--- src/rtl/spi_slave.sv ---
// SPI mode-0 slave. sclk, cs and mosi are resynchronised into the clk
// domain. Words are received MSB first on sclk rising edges and transmitted
// MSB first, shifting on sclk falling edges. Back-to-back words are
// supported while cs stays low.
module spi_slave #(
  parameter int DATA_W      = 8,
  parameter int SYNC_STAGES = 2
) (
  input  logic              clk,
  input  logic              rst,
  input  logic              sclk,
  input  logic              cs,
  input  logic              mosi,
  output logic              miso,
  input  logic [DATA_W-1:0] tx_data,
  output logic              tx_ack,
  output logic [DATA_W-1:0] rx_data,
  output logic              rx_valid,
  output logic              frame_err,
  output logic              busy
);

  localparam int               CNT_W    = (DATA_W > 1) ? $clog2(DATA_W) : 1;
  localparam logic [CNT_W-1:0] LAST_BIT = CNT_W'(DATA_W - 1);

  typedef enum logic {IDLE = 1'b0, SHIFT = 1'b1} state_t;

  state_t                 state, state_nxt;
  logic [SYNC_STAGES-1:0] sclk_sync, cs_sync, mosi_sync;
  logic                   sclk_d, cs_d;
  logic                   sclk_s, cs_s, mosi_s;
  logic                   sclk_rise, sclk_fall, cs_rise, cs_fall;

  logic [CNT_W-1:0]       cnt, cnt_nxt;
  logic [DATA_W-1:0]      rx_shift, rx_shift_nxt, rx_shift_in;
  logic [DATA_W-1:0]      tx_shift, tx_shift_nxt;
  logic [DATA_W-1:0]      rx_data_nxt;
  logic                   hold, hold_nxt;
  logic                   miso_nxt, tx_ack_nxt, rx_valid_nxt, frame_err_nxt;

  // Synchroniser chains plus one extra registered copy for edge detection.
  always_ff @(posedge clk or negedge rst) begin
    if (!rst) begin
      sclk_sync <= '0;
      cs_sync   <= '1;
      mosi_sync <= '0;
      sclk_d    <= 1'b0;
      cs_d      <= 1'b1;
    end else begin
      sclk_sync <= {sclk_sync[SYNC_STAGES-2:0], sclk};
      cs_sync   <= {cs_sync[SYNC_STAGES-2:0], cs};
      mosi_sync <= {mosi_sync[SYNC_STAGES-2:0], mosi};
      sclk_d    <= sclk_sync[SYNC_STAGES-1];
      cs_d      <= cs_sync[SYNC_STAGES-1];
    end
  end

  assign sclk_s      = sclk_sync[SYNC_STAGES-1];
  assign cs_s        = cs_sync[SYNC_STAGES-1];
  assign mosi_s      = mosi_sync[SYNC_STAGES-1];
  assign sclk_rise   = sclk_s & ~sclk_d;
  assign sclk_fall   = ~sclk_s & sclk_d;
  assign cs_rise     = cs_s & ~cs_d;
  assign cs_fall     = ~cs_s & cs_d;
  assign busy        = ~cs_s;
  assign rx_shift_in = {rx_shift[DATA_W-2:0], mosi_s};

  // Next-state and datapath decode. After a word-boundary reload the new
  // MSB is already on miso, so the falling edge that follows the last bit
  // must not shift it away (hold).
  always_comb begin
    state_nxt     = state;
    cnt_nxt       = cnt;
    rx_shift_nxt  = rx_shift;
    tx_shift_nxt  = tx_shift;
    rx_data_nxt   = rx_data;
    hold_nxt      = hold;
    tx_ack_nxt    = 1'b0;
    rx_valid_nxt  = 1'b0;
    frame_err_nxt = 1'b0;
    unique case (state)
      IDLE: begin
        if (cs_fall) begin
          state_nxt    = SHIFT;
          cnt_nxt      = '0;
          tx_shift_nxt = tx_data;
          tx_ack_nxt   = 1'b1;
          hold_nxt     = 1'b0;
          // A coincident sclk rise is bit 0 of the new word.
          if (sclk_rise) begin
            rx_shift_nxt = rx_shift_in;
            cnt_nxt      = CNT_W'(1);
          end
        end
      end
      SHIFT: begin
        if (cs_rise) begin
          state_nxt     = IDLE;
          cnt_nxt       = '0;
          hold_nxt      = 1'b0;
          frame_err_nxt = (cnt != '0);
        end else if (sclk_rise) begin
          rx_shift_nxt = rx_shift_in;
          if (cnt == LAST_BIT) begin
            rx_data_nxt  = rx_shift_in;
            rx_valid_nxt = 1'b1;
            cnt_nxt      = '0;
            tx_shift_nxt = tx_data;
            tx_ack_nxt   = 1'b1;
            hold_nxt     = 1'b1;
          end else begin
            cnt_nxt = cnt + 1'b1;
          end
        end else if (sclk_fall) begin
          if (hold) begin
            hold_nxt = 1'b0;
          end else begin
            tx_shift_nxt = {tx_shift[DATA_W-2:0], 1'b0};
          end
        end
      end
      default: state_nxt = IDLE;
    endcase
    miso_nxt = (state_nxt == SHIFT) ? tx_shift_nxt[DATA_W-1] : 1'b0;
  end

  // Control state and registered outputs.
  always_ff @(posedge clk or negedge rst) begin
    if (!rst) begin
      state     <= IDLE;
      cnt       <= '0;
      hold      <= 1'b0;
      rx_data   <= '0;
      miso      <= 1'b0;
      tx_ack    <= 1'b0;
      rx_valid  <= 1'b0;
      frame_err <= 1'b0;
    end else begin
      state     <= state_nxt;
      cnt       <= cnt_nxt;
      hold      <= hold_nxt;
      rx_data   <= rx_data_nxt;
      miso      <= miso_nxt;
      tx_ack    <= tx_ack_nxt;
      rx_valid  <= rx_valid_nxt;
      frame_err <= frame_err_nxt;
    end
  end

  // Shift registers carry only data and need no reset.
  always_ff @(posedge clk) begin
    rx_shift <= rx_shift_nxt;
    tx_shift <= tx_shift_nxt;
  end

endmodule
--- config.mk ---
export PLATFORM = sky130hd
export DESIGN_NAME = spi_slave
export DESIGN_NICKNAME = d
export VERILOG_FILES = /design/src/rtl/spi_slave.sv
export SDC_FILE = /design/constraint.sdc
export NUM_CORES = 1
export LEC_CHECK = 0
export CORE_MARGIN = 2
export CORE_UTILIZATION = 35
export CTS_CLUSTER_DIAMETER = 30
export DETAILED_ROUTE_END_ITERATION = 12
export PLACE_DENSITY = 0.52
export SLEW_MARGIN = 10
export SYNTH_ARGS = -nofsm -noshare
export SYNTH_HDL_FRONTEND = slang
export SYNTH_SLANG_ARGS = --single-unit
--- constraint.sdc ---
create_clock -name clk -period 4.6 [get_ports clk]
set_input_delay 1.38 -clock clk [delete_from_list [all_inputs] [get_ports clk]]
set_output_delay 1.38 -clock clk [all_outputs]
set_load 0.02 [all_outputs]
=== Word-level counts from Yosys, hierarchy flattened ===
Index checks and enable logic that the tools add are counted.

* Equal/unequal tests: 9
* Multiplexer cells: 34
* Bitwise gates (word level): 10
* Reduce and logical (&&, ||, !) cells: 6
* Add/sub/neg operators: 1

{| class="wikitable"
|+ Operators with widths
! kind !! count
|-
| two-way mux 8 bit || 9
|-
| case mux 8 bit (2 select lines) || 2
|-
| two-way mux 1 bit || 15
|-
| two-way mux 3 bit || 4
|-
| != test 3 x 1 -> 1 bit, second input constant || 2
|-
| NOT 1 bit || 6
|-
| case mux 1 bit (2 select lines) || 3
|-
| case mux 3 bit (2 select lines) || 1
|-
| AND reduction 5 bit || 1
|-
| AND 1 bit || 4
|-
| != test 2 bit, second input constant || 2
|-
| != test 4 x 1 -> 1 bit, second input constant || 1
|-
| != test 4 x 2 -> 1 bit, second input constant || 1
|-
| AND reduction 2 bit || 2
|-
| AND reduction 4 bit || 1
|-
| adder 3 x 1 -> 3 bit, second input constant || 1
|-
| == test 3 bit, second input constant || 1
|-
| != test 3 x 2 -> 1 bit, second input constant || 1
|-
| != test 3 bit, second input constant || 1
|-
| AND reduction 3 bit || 1
|-
| nonzero test 3 bit || 1
|}

* Output and inout port bits: 13
* Bits in registers: 41
* Bits of input ports: 13
* Logic and storage cells: 76

=== Logic depth before layout (Yosys ltp) ===
Gate-level depths: netlist of the first run.

* Word-level depth: 7
* Gate-level depth with buffers: 5
* Depth with buffers taken out: 5

=== Worst setup path before layout of the first run ===
No wires, ideal clock.

* Kind: reg2out
* Start: register cs_sync[1]
* End: output port busy
* Buffers on the path: 0
* Setup slack: 2.593 ns
* Cell stages (with the launch flop): 2
* Required time: 3.220 ns
* Arrival: 0.627 ns
* Cells stage by stage: dfstp_2 -> inv_1

* Longest elaborated chain between the ends: 1

{| class="wikitable"
|+ Ends and longest elaborated chain
! what !! line !! source
|-
| from (decl) || 29 || <nowiki>logic [SYNC_STAGES-1:0] sclk_sync, cs_sync, mosi_sync;</nowiki>
|-
| from (signal assigned) || 51 || <nowiki>cs_sync <= {cs_sync[SYNC_STAGES-2:0], cs};</nowiki>
|-
| NOT 1 bit || 65 || <nowiki>assign busy = ~cs_s;</nowiki>
|-
| to (decl) || 20 || <nowiki>output logic busy</nowiki>
|}

Every way passes these cells.

=== Final worst setup path of the first run ===
Ends and elaborated chain as after synthesis.

==> key figures, run 1 <==
Synth
  • Cell taking the most area after synthesis: dfrtp_1
  • Number of synthesized flops with an enable pin: 14
  • Sequential share of the synthesized area: 67.2%
  • Post-synth top flop: dfrtp_1
  • Mapped Nets: 127
  • Ys Warns: 0
  • Most frequent cells after synthesis: dfrtp_1 (22), edfxtp_1 (14), inv_1 (8), mux2_2 (8)
  • Synthesized area: 1590 sq um
  • FF+latch count, synth: 40
  • Post-synthesis async set-or-reset flop share: 62.5%
  • Share of the synthesized area in the top cell type: 34.6%
  • Most numerous cell in the Yosys netlist: dfrtp_1
  • Mapped Cells: 110
  • Synth top area cells: dfrtp_1 (35%), edfxtp_1 (26%), mux2_2 (5.7%)
  • Yosys cell types: 35
  • Syn Area/Cell: 14.5 sq um

Min path
  • Hold crit path type: reg2reg
  • Worst hold path depth: 0
  • End of the worst hold path: sclk_sync[1]$_DFF_PN0_
  • Worst Hold Launch: sclk_sync[0]$_DFF_PN0_

Floorplanning
  • Die Wd: 71.4 um
  • Row cnt: 24
  • I/O Pins: 26
  • Placeable Area: 4350 sq um
  • Starting Density: 36.6%
  • Die Footprint: 5100 sq um
  • Die height: 71.4 um

STA
  • Setup TNS: 0 ns
  • Period Utilization, post-route: 60.8%
  • Relative slew slack: 46.6%
  • Clock Skew: 0.0107 ns
  • Max-slew violation count: 0
  • Tmin final: 2.80 ns
  • Final hold violations: 0
  • RSZ-0062 raised after global routing: false
  • Least-Margin Pin Slew: 0.801 ns
  • Setup-failing EPs final: 0
  • Max Fclk: 0.358 GHz

Critical path
  • R2R depth: 2
  • Worst EP required: 3.22 ns
  • Critical Path Max Stage Delay: 0.56 ns
  • CP max stage cell: dfstp_2
  • R2r setup slk: 2.54 ns
  • Worst R2R Start: state$_DFF_PN0_
  • Arr. time, crit path: 1.42 ns
  • Worst setup EP type: output port
  • CP cell instances: inv_1, clkdlybuf4s50_1
  • Setup Crit Path Kind: reg2out
  • Crit Path Max Fanout: 4
  • CP delay by family, top: flip-flops
  • Buf/Inv on CP: 2
  • CP Launch Type: flop
  • Worst R2R End: rx_shift[6]$_DFFE_PP_

Clock network
  • Cells resized by post-CTS repair: 0
  • CTS tree: yes
  • # Post-CTS Setup Buffers: 0
  • Hold-fix buffers, CTS: 0
  • CTS Buffer Depth: 2
  • Clk sinks: 40
  • CTS buffer count: 5
  • Skew-Pair Late Insertion Delay: 0.29 ns
  • Clk slew on worst S/H paths: 0.08 ns
  • Root Driver: clkbuf_8
  • H-tree depth: 2

Global routing
  • Gr ovfl total: 0
  • Gr usage total: 12.3%
  • Global-route wire length before repair: 4740 um
  • Vias in the first global route: 994
  • Antenna violations before repair: 0
  • Largest net degree at the start of global routing: 26

Route
  • Drt wl/cell: 14.5 um
  • WL met2: 1400 um
  • ANT nets after route: 0
  • Met3 wire length: 116 um
  • Top Layer Used: met4
  • Via Count: 975
  • Vias per inst: 5.03
  • Initial DRC count: 36
  • Final WL: 2810 um
  • Met1 wire length: 1270 um
  • Pre-Repair DR Iteration Count: 4
  • DRC viols: 0

Place
  • IO buf count: 25
  • HPWL Detailed: 1960 um
  • DP Area: 1900 sq um
  • RePlAce Congestion: 0.698

Finish
  • Nets@finish: 158
  • Multi-input gate area: 482 sq um
  • FILL cells: 373
  • Share of cells above drive strength 1: 19.0%
  • P&R area growth vs syn: 26.7%
  • Register area: 1070 sq um
  • ANT cells: 0
  • Design area: 2020 sq um
  • Final core occ: 46.3%

Pwr
  • Peak VDD IR: 0.211 mV
  • Internal Pwr Total: 615 uW
  • Psw: 197 uW
  • Seq pwr share: 52.2%
  • Static leakage: 0.000845 uW
  • Logic pwr share: 13.1%
  • Net Sw Frac: 24.2%
  • Clock power share: 34.7%
  • Pwr Density: 403 nW/um^2

Status
  • Status: complete, no violations

Job
  • Max-capacitance violation count: 0
[registers in the layout, indices dropped and copies added, names as in the netlist]
| name | cells |
|---|---|
| rx_data | 8 |
| tx_shift | 8 |
| rx_shift | 7 |
| cnt | 3 |
| cs_sync | 2 |
| mosi_sync | 2 |
| sclk_sync | 2 |
| cs_d | 1 |
| frame_err | 1 |
| hold | 1 |
| miso | 1 |
| rx_valid | 1 |
| sclk_d | 1 |
| state | 1 |
| tx_ack | 1 |
[cell usage in the layout, fill, tap and decap left out, types with 2 or more instances in the layout]
cell type,n
nand2b_1,2
ha_1,4
o211ai_1,2
a21oi_1,5
dfrtp_1,22
edfxtp_1,14
clkdlybuf4s50_1,25
dfstp_2,3
inv_1,8
a22o_1,6
nand3_1,2
nand2_1,6
mux2_2,8
a32oi_1,2
o21ai_0,4
clkbuf_8,5
[layer usage]
layer | global-route usage (%) | vias up
met1 | 14.8 | 476
met2 | 20.0 | 27
met3 | 5.20 | 4
met5 | 0 | -
li1 | - | 468
met4 | 4.40 | 0
[layout make-up]
class | instances | share of cell area [%]
Clock buffer | 5 | 3.41
Clock inverter | 3 | 2.11
Inverter | 8 | 1.49
Multi-Input combinational cell | 60 | 23.9
Sequential cell | 40 | 53.1
Tap cell | 52 | 3.23
Timing Repair Buffer | 26 | 12.8
[worst reg2reg max path, cell delays in order, from the launching register on]
cell and delay (ns):
dfrtp_1 0.65, nand2_1 0.32, a21oi_1 0.73
[per-stage QoR]
step                      power (uW)  worst slack (ns)  std cells  hold slack [ns]
after floorplan                  490              2.59        110            0.331
after global placement           534              2.13        186            0.333
after detailed placement         539              2.12        186            0.340
after CTS                        822              1.79        194            0.359
after global routing             852              1.75        194            0.364
final                            812              1.80        194            0.359
[worst max-delay path by stage]
| stage | from | end | slack, ns | depth (start not counted) |
|---|---|---|---|---|
| final | cs_sync[1]$_DFF_PN1_ | busy | 1.80 | 2 |
| after CTS | cs_sync[1]$_DFF_PN1_ | busy | 1.79 | 2 |
| after detailed placement | cs_sync[1]$_DFF_PN1_ | busy | 2.12 | 2 |
| after global placement | cs_sync[1]$_DFF_PN1_ | busy | 2.13 | 2 |
| after global routing | cs_sync[1]$_DFF_PN1_ | busy | 1.75 | 2 |
| after floorplan | cs_sync[1]$_DFF_PN1_ | busy | 2.59 | 1 |
[kinds of logic after synthesis]
group,after synthesis,synth area share (%)
AND/OR/NAND/NOR,21,8.73
adder cells (fa/ha/maj),4,3.14
AO/OA/AOI/OAI,26,12.1
buffers and inverters,10,2.52
multiplexers,9,6.29
flip-flops,40,67.2
[power groups by stage]
stage | logic, uW | clock network, uW | registers (uW)
floorplan | 55.6 | 0 | 434
global placement | 105 | 0 | 430
detailed placement | 108 | 0 | 431
CTS | 108 | 290 | 424
global route | 118 | 305 | 429
finish | 106 | 282 | 424
No activity file was read; power rests on OpenSTA's default activity.
==> run 2: changes to the inputs <==
Settings changed: PLACE_DENSITY 0.52 to 0.54.
Clock period 4.6 ns to 2.4 ns, I/O delays scaled along.
==> run 2 against run 1 <==
  * Via count down 0.62%
  * Count of clock-buffer cells in the layout is 2 higher
  * Sequential cell count did not move
  * Highest routed layer unchanged
  * Setup slack worse by 1.5 ns
  * Largest cell class unchanged
  * Combinational power up 97%
==> key figures, run 2 (synthesis results as in run 1) <==
Global routing
  • Gr ovfl total: 0
  • Global-route wire length before repair: 4620 um
  • Vias in the first global route: 1,020
  • Largest net degree at the start of global routing: 26
  • Gr usage total: 11.9%
  • Antenna violations before repair: 0

Floorplanning
  • Row cnt: 24
  • Die Wd: 71.4 um
  • Starting Density: 36.6%
  • Die Footprint: 5100 sq um
  • Placeable Area: 4350 sq um
  • Die height: 71.4 um
  • I/O Pins: 26

Place
  • RePlAce Congestion: 0.874
  • DP Area: 1920 sq um
  • IO buf count: 25
  • DP Worst Slack: 0.566 ns
  • HPWL Detailed: 1900 um

Pwr
  • Clock power share: 36.5%
  • Net Sw Frac: 22.7%
  • Logic pwr share: 13.0%
  • Psw: 364 uW
  • Seq pwr share: 50.5%
  • Static leakage: 0.000864 uW
  • Pwr Total: 1610 uW
  • Peak VDD IR: 0.364 mV
  • Pwr Density: 785 nW/um^2
  • Internal Pwr Total: 1240 uW

Status
  • Status: complete, no violations

Critical path
  • Setup Crit Path Kind: reg2out
  • Crit Path Max Fanout: 4
  • Arr. time, crit path: 1.42 ns
  • Worst EP required: 1.68 ns
  • Worst setup EP type: output port
  • CP Launch Type: flop

STA
  • Tmin final: 2.14 ns
  • Clock Skew: 0.00285 ns
  • Setup-failing EPs final: 0
  • Least-Margin Pin Slew: 0.475 ns
  • Max-slew violation count: 0
  • Relative slew slack: 68.4%
  • RSZ-0062 raised after global routing: false
  • Max Fclk: 0.468 GHz
  • Period Utilization, post-route: 89.0%
  • Setup TNS: 0 ns
  • Final hold violations: 0
  • Post-route setup slack: 0.264 ns

Clock network
  • Hold-fix buffers, CTS: 0
  • Clk sinks: 40
  • # Post-CTS Setup Buffers: 0
  • CTS Buffer Depth: 2
  • CTS buffer count: 5
  • H-tree depth: 2
  • Root Driver: clkbuf_8
  • Skew-Pair Late Insertion Delay: 0.28 ns
  • Cells resized by post-CTS repair: 0
  • Clk slew on worst S/H paths: 0.07 ns
  • CTS tree: yes

Min path
  • Hold crit path type: reg2reg

Route
  • Via Count: 969
  • Pre-Repair DR Iteration Count: 4
  • DRC viols: 0
  • Initial DRC count: 47
  • Vias per inst: 4.94
  • Final WL: 2650 um
  • Drt wl/cell: 13.5 um
  • ANT nets after route: 0

Job
  • Max-capacitance violation count: 0

Finish
  • FILL cells: 378
  • Design area: 2050 sq um
  • ANT cells: 0
  • P&R area growth vs syn: 28.5%
  • Share of cells above drive strength 1: 20.8%
  • Nets@finish: 160
  • Regs by FF count: rx_data x8, tx_shift x8, rx_shift x7
  • Most frequent cells in the layout: clkdlybuf4s50_1 (25), dfrtp_1 (22), edfxtp_1 (14), inv_1 (8), mux2_2 (8)
  • Most common cell after layout, fill and taps aside: clkdlybuf4s50_1
run 2: area by class of cell:
class / count / area (sq um) / share of cell area [%]
inverters: 8 / 30.0 / 1.47
multi-input cells: 60 / 482 / 23.5
clock inverters: 1 / 30.0 / 1.47
well taps: 52 / 65.1 / 3.18
repair buffers: 28 / 273 / 13.3
flip-flops and latches: 40 / 1070 / 52.3
clock buffers: 7 / 96.3 / 4.71
run 2: worst paths after layout:
kind	start	end	slack, ns	cells past startpoint
setup / recovery	cs_sync[1]$_DFF_PN1_	busy	0.26	2
setup reg to reg	state$_DFF_PN0_	tx_shift[5]$_DFFE_PP_	0.67	3
max in group asynchronous	rst	cs_sync[1]$_DFF_PN1_	1.31	2
min in group asynchronous	rst	rx_data[7]$_DFFE_PN0P_	0.80	2
hold reg to reg	sclk_sync[0]$_DFF_PN0_	sclk_sync[1]$_DFF_PN0_	0.35	0
hold / removal	sclk_sync[0]$_DFF_PN0_	sclk_sync[1]$_DFF_PN0_	0.35	0
run 2: routing by layer:
metal / part of all wire (%) / vias to the layer above / track usage [%] / wire (um)
met3: 3.8 / 4 / 3.23 / 100
met2: 49 / 22 / 17.5 / 1290
met4: 1.4 / 0 / 6.92 / 38
met5: 0 / - / 0 / 0
li1: - / 468 / - / -
met1: 46 / 475 / 15.7 / 1210
run 2: stage by stage:
stage / hold WS [ns] / util, % / instances
2_1_floorplan: 0.331 / - / 110
3_3_place_gp: 0.332 / 44.1 / 188
3_5_place_dp: 0.336 / 44.1 / 188
4_1_cts: 0.353 / 47.0 / 196
5_1_grt: 0.360 / 47.0 / 196
6_report: 0.352 / 47.0 / 196
run 2: power by group through the flow:
stage               clock [uW]  combinational [uW]  sequential (uW)
global placement             0                 206              824
global route               636                 231              820
detailed placement           0                 211              825
finish                     586                 209              811
floorplan                    0                 107              833
CTS                        604                 213              811
run 2: critical path, cell delays in order, from the launching register on:
cell	delay [ns]
dfstp_2	0.57
inv_1	0.05
clkdlybuf4s50_1	0.53
==> run 3: changes to the inputs <==
Settings changed: CORE_MARGIN 2 to 5, RECOVER_POWER set to 100.
==> run 3 against run 2 <==
  * Combinational power decreased by 6%
  * Largest cell class unchanged
  * Hold slack improved by 0.0060 ns
  * Largest power group unchanged
  * Clock power decreased by 6.7%
==> key figures, run 3 (synthesis results as in run 1) <==
Min path
  • Hold crit path type: reg2reg
  • Worst hold path depth: 0

STA
  • Final hold violations: 0
  • Setup-failing EPs final: 0
  • Tmin final: 2.17 ns
  • Clock Skew: 0.00350 ns
  • Relative slew slack: 58.2%
  • Max Fclk: 0.461 GHz
  • Least-Margin Pin Slew: 0.628 ns
  • RSZ-0062 raised after global routing: false
  • Setup TNS: 0 ns
  • Max-slew violation count: 0
  • Period Utilization, post-route: 90.5%

Global routing
  • Global-route wire length before repair: 5100 um
  • Antenna violations before repair: 0
  • Largest net degree at the start of global routing: 26
  • Gr ovfl total: 0
  • Gr usage total: 10.9%
  • Vias in the first global route: 1,074

Finish
  • ANT cells: 0
  • Most frequent cells in the layout: dfrtp_1 (22), dlygate4sd3_1 (16), edfxtp_1 (14), clkdlybuf4s50_1 (9)
  • FILL cells: 410
  • Final core occ: 45.6%
  • Regs by FF count: rx_data x8, tx_shift x8, rx_shift x7
  • P&R area growth vs syn: 25.7%
  • Nets@finish: 160
  • Share of cells above drive strength 1: 16.7%
  • Most common cell after layout, fill and taps aside: dfrtp_1

Clock network
  • Root Driver: clkbuf_8
  • H-tree depth: 2
  • # Post-CTS Setup Buffers: 0
  • CTS Buffer Depth: 2
  • CTS buffer count: 5
  • CTS tree: yes
  • Hold-fix buffers, CTS: 0
  • Clk slew on worst S/H paths: 0.08 ns
  • Skew-Pair Late Insertion Delay: 0.29 ns
  • Clk sinks: 40
  • Cells resized by post-CTS repair: 0

Critical path
  • Critical path startpoint: cs_sync[1]$_DFF_PN1_
  • Crit Path Max Fanout: 4
  • R2R depth: 5
  • Worst R2R End: tx_shift[4]$_DFFE_PP_
  • Setup Crit Path Kind: reg2out
  • CP endpoint: busy
  • Worst R2R Start: cnt[0]$_DFFE_PN0P_
  • Arr. time, crit path: 1.45 ns
  • CP Launch Type: flop
  • Worst setup EP type: output port
  • R2r setup slk: 0.29 ns
  • Worst EP required: 1.68 ns

Floorplanning
  • Starting Density: 36.3%
  • Die Wd: 77.4 um
  • Row cnt: 24
  • Placeable Area: 4380 sq um
  • I/O Pins: 26
  • Die Footprint: 6000 sq um
  • Die height: 77.4 um

Pwr
  • Static leakage: 0.000882 uW
  • Pwr Total: 1550 uW
  • Pwr Density: 777 nW/um^2
  • Peak VDD IR: 0.317 mV

Place
  • IO buf count: 25
  • RePlAce Congestion: 0.750
  • HPWL Detailed: 2090 um

Job
  • Max-capacitance violation count: 0

Status
  • Status: complete, no violations

Route
  • Initial DRC count: 33
  • ANT nets after route: 0
  • DRC viols: 0
  • Vias per inst: 5.01
  • Drt wl/cell: 15.0 um
  • Pre-Repair DR Iteration Count: 4
  • Final WL: 2950 um
  • Via Count: 981
run 3: area by class of cell:
class | instances | area (sq um) | area share [%]
flip-flops and latches | 40 | 1070 | 53.5
inverters | 8 | 30.0 | 1.50
well taps | 52 | 65.1 | 3.25
repair buffers | 28 | 263 | 13.1
clock inverters | 3 | 47.5 | 2.38
clock buffers | 5 | 68.8 | 3.44
multi-input cells | 60 | 457 | 22.8
run 3: worst min path at each step:
stage                                   to                    from
global route        mosi_sync[1]$_DFF_PN0_  mosi_sync[0]$_DFF_PN0_
finish              mosi_sync[1]$_DFF_PN0_  mosi_sync[0]$_DFF_PN0_
global placement    mosi_sync[1]$_DFF_PN0_  mosi_sync[0]$_DFF_PN0_
detailed placement  mosi_sync[1]$_DFF_PN0_  mosi_sync[0]$_DFF_PN0_
CTS                 mosi_sync[1]$_DFF_PN0_  mosi_sync[0]$_DFF_PN0_
floorplan           mosi_sync[1]$_DFF_PN0_  mosi_sync[0]$_DFF_PN0_
run 3: worst max-delay path, stage by stage (launching register included):
cell	delay [ns]
dfstp_1	0.58
inv_1	0.05
clkdlybuf4s50_1	0.53
run 3: stage by stage:
step / instances / setup WS, ns / cell area [sq um] / hold slack, ns
after CTS: 196 / 0.243 / 2040 / 0.357
after global placement: 188 / 0.583 / 1920 / 0.335
after floorplan: 110 / 0.693 / 1590 / 0.331
after global routing: 196 / 0.124 / 2000 / 0.359
final: 196 / 0.229 / 2000 / 0.358
after detailed placement: 188 / 0.576 / 1920 / 0.337
run 3: metal layers:
layer  track usage [%]  vias up  wire length, um
met5                 0        -                0
li1                  -      467                -
met1              12.6      483             1260
met2              17.4       24             1450
met4              5.15        0               61
met3              4.51        7              172
run 3: power breakdown:
part	internal, uW	total (uW)	leakage [uW]	switching [uW]
clock network	313	547	0.0000583	235
registers	771	811	0.000459	40.0
logic	92.5	196	0.000365	104
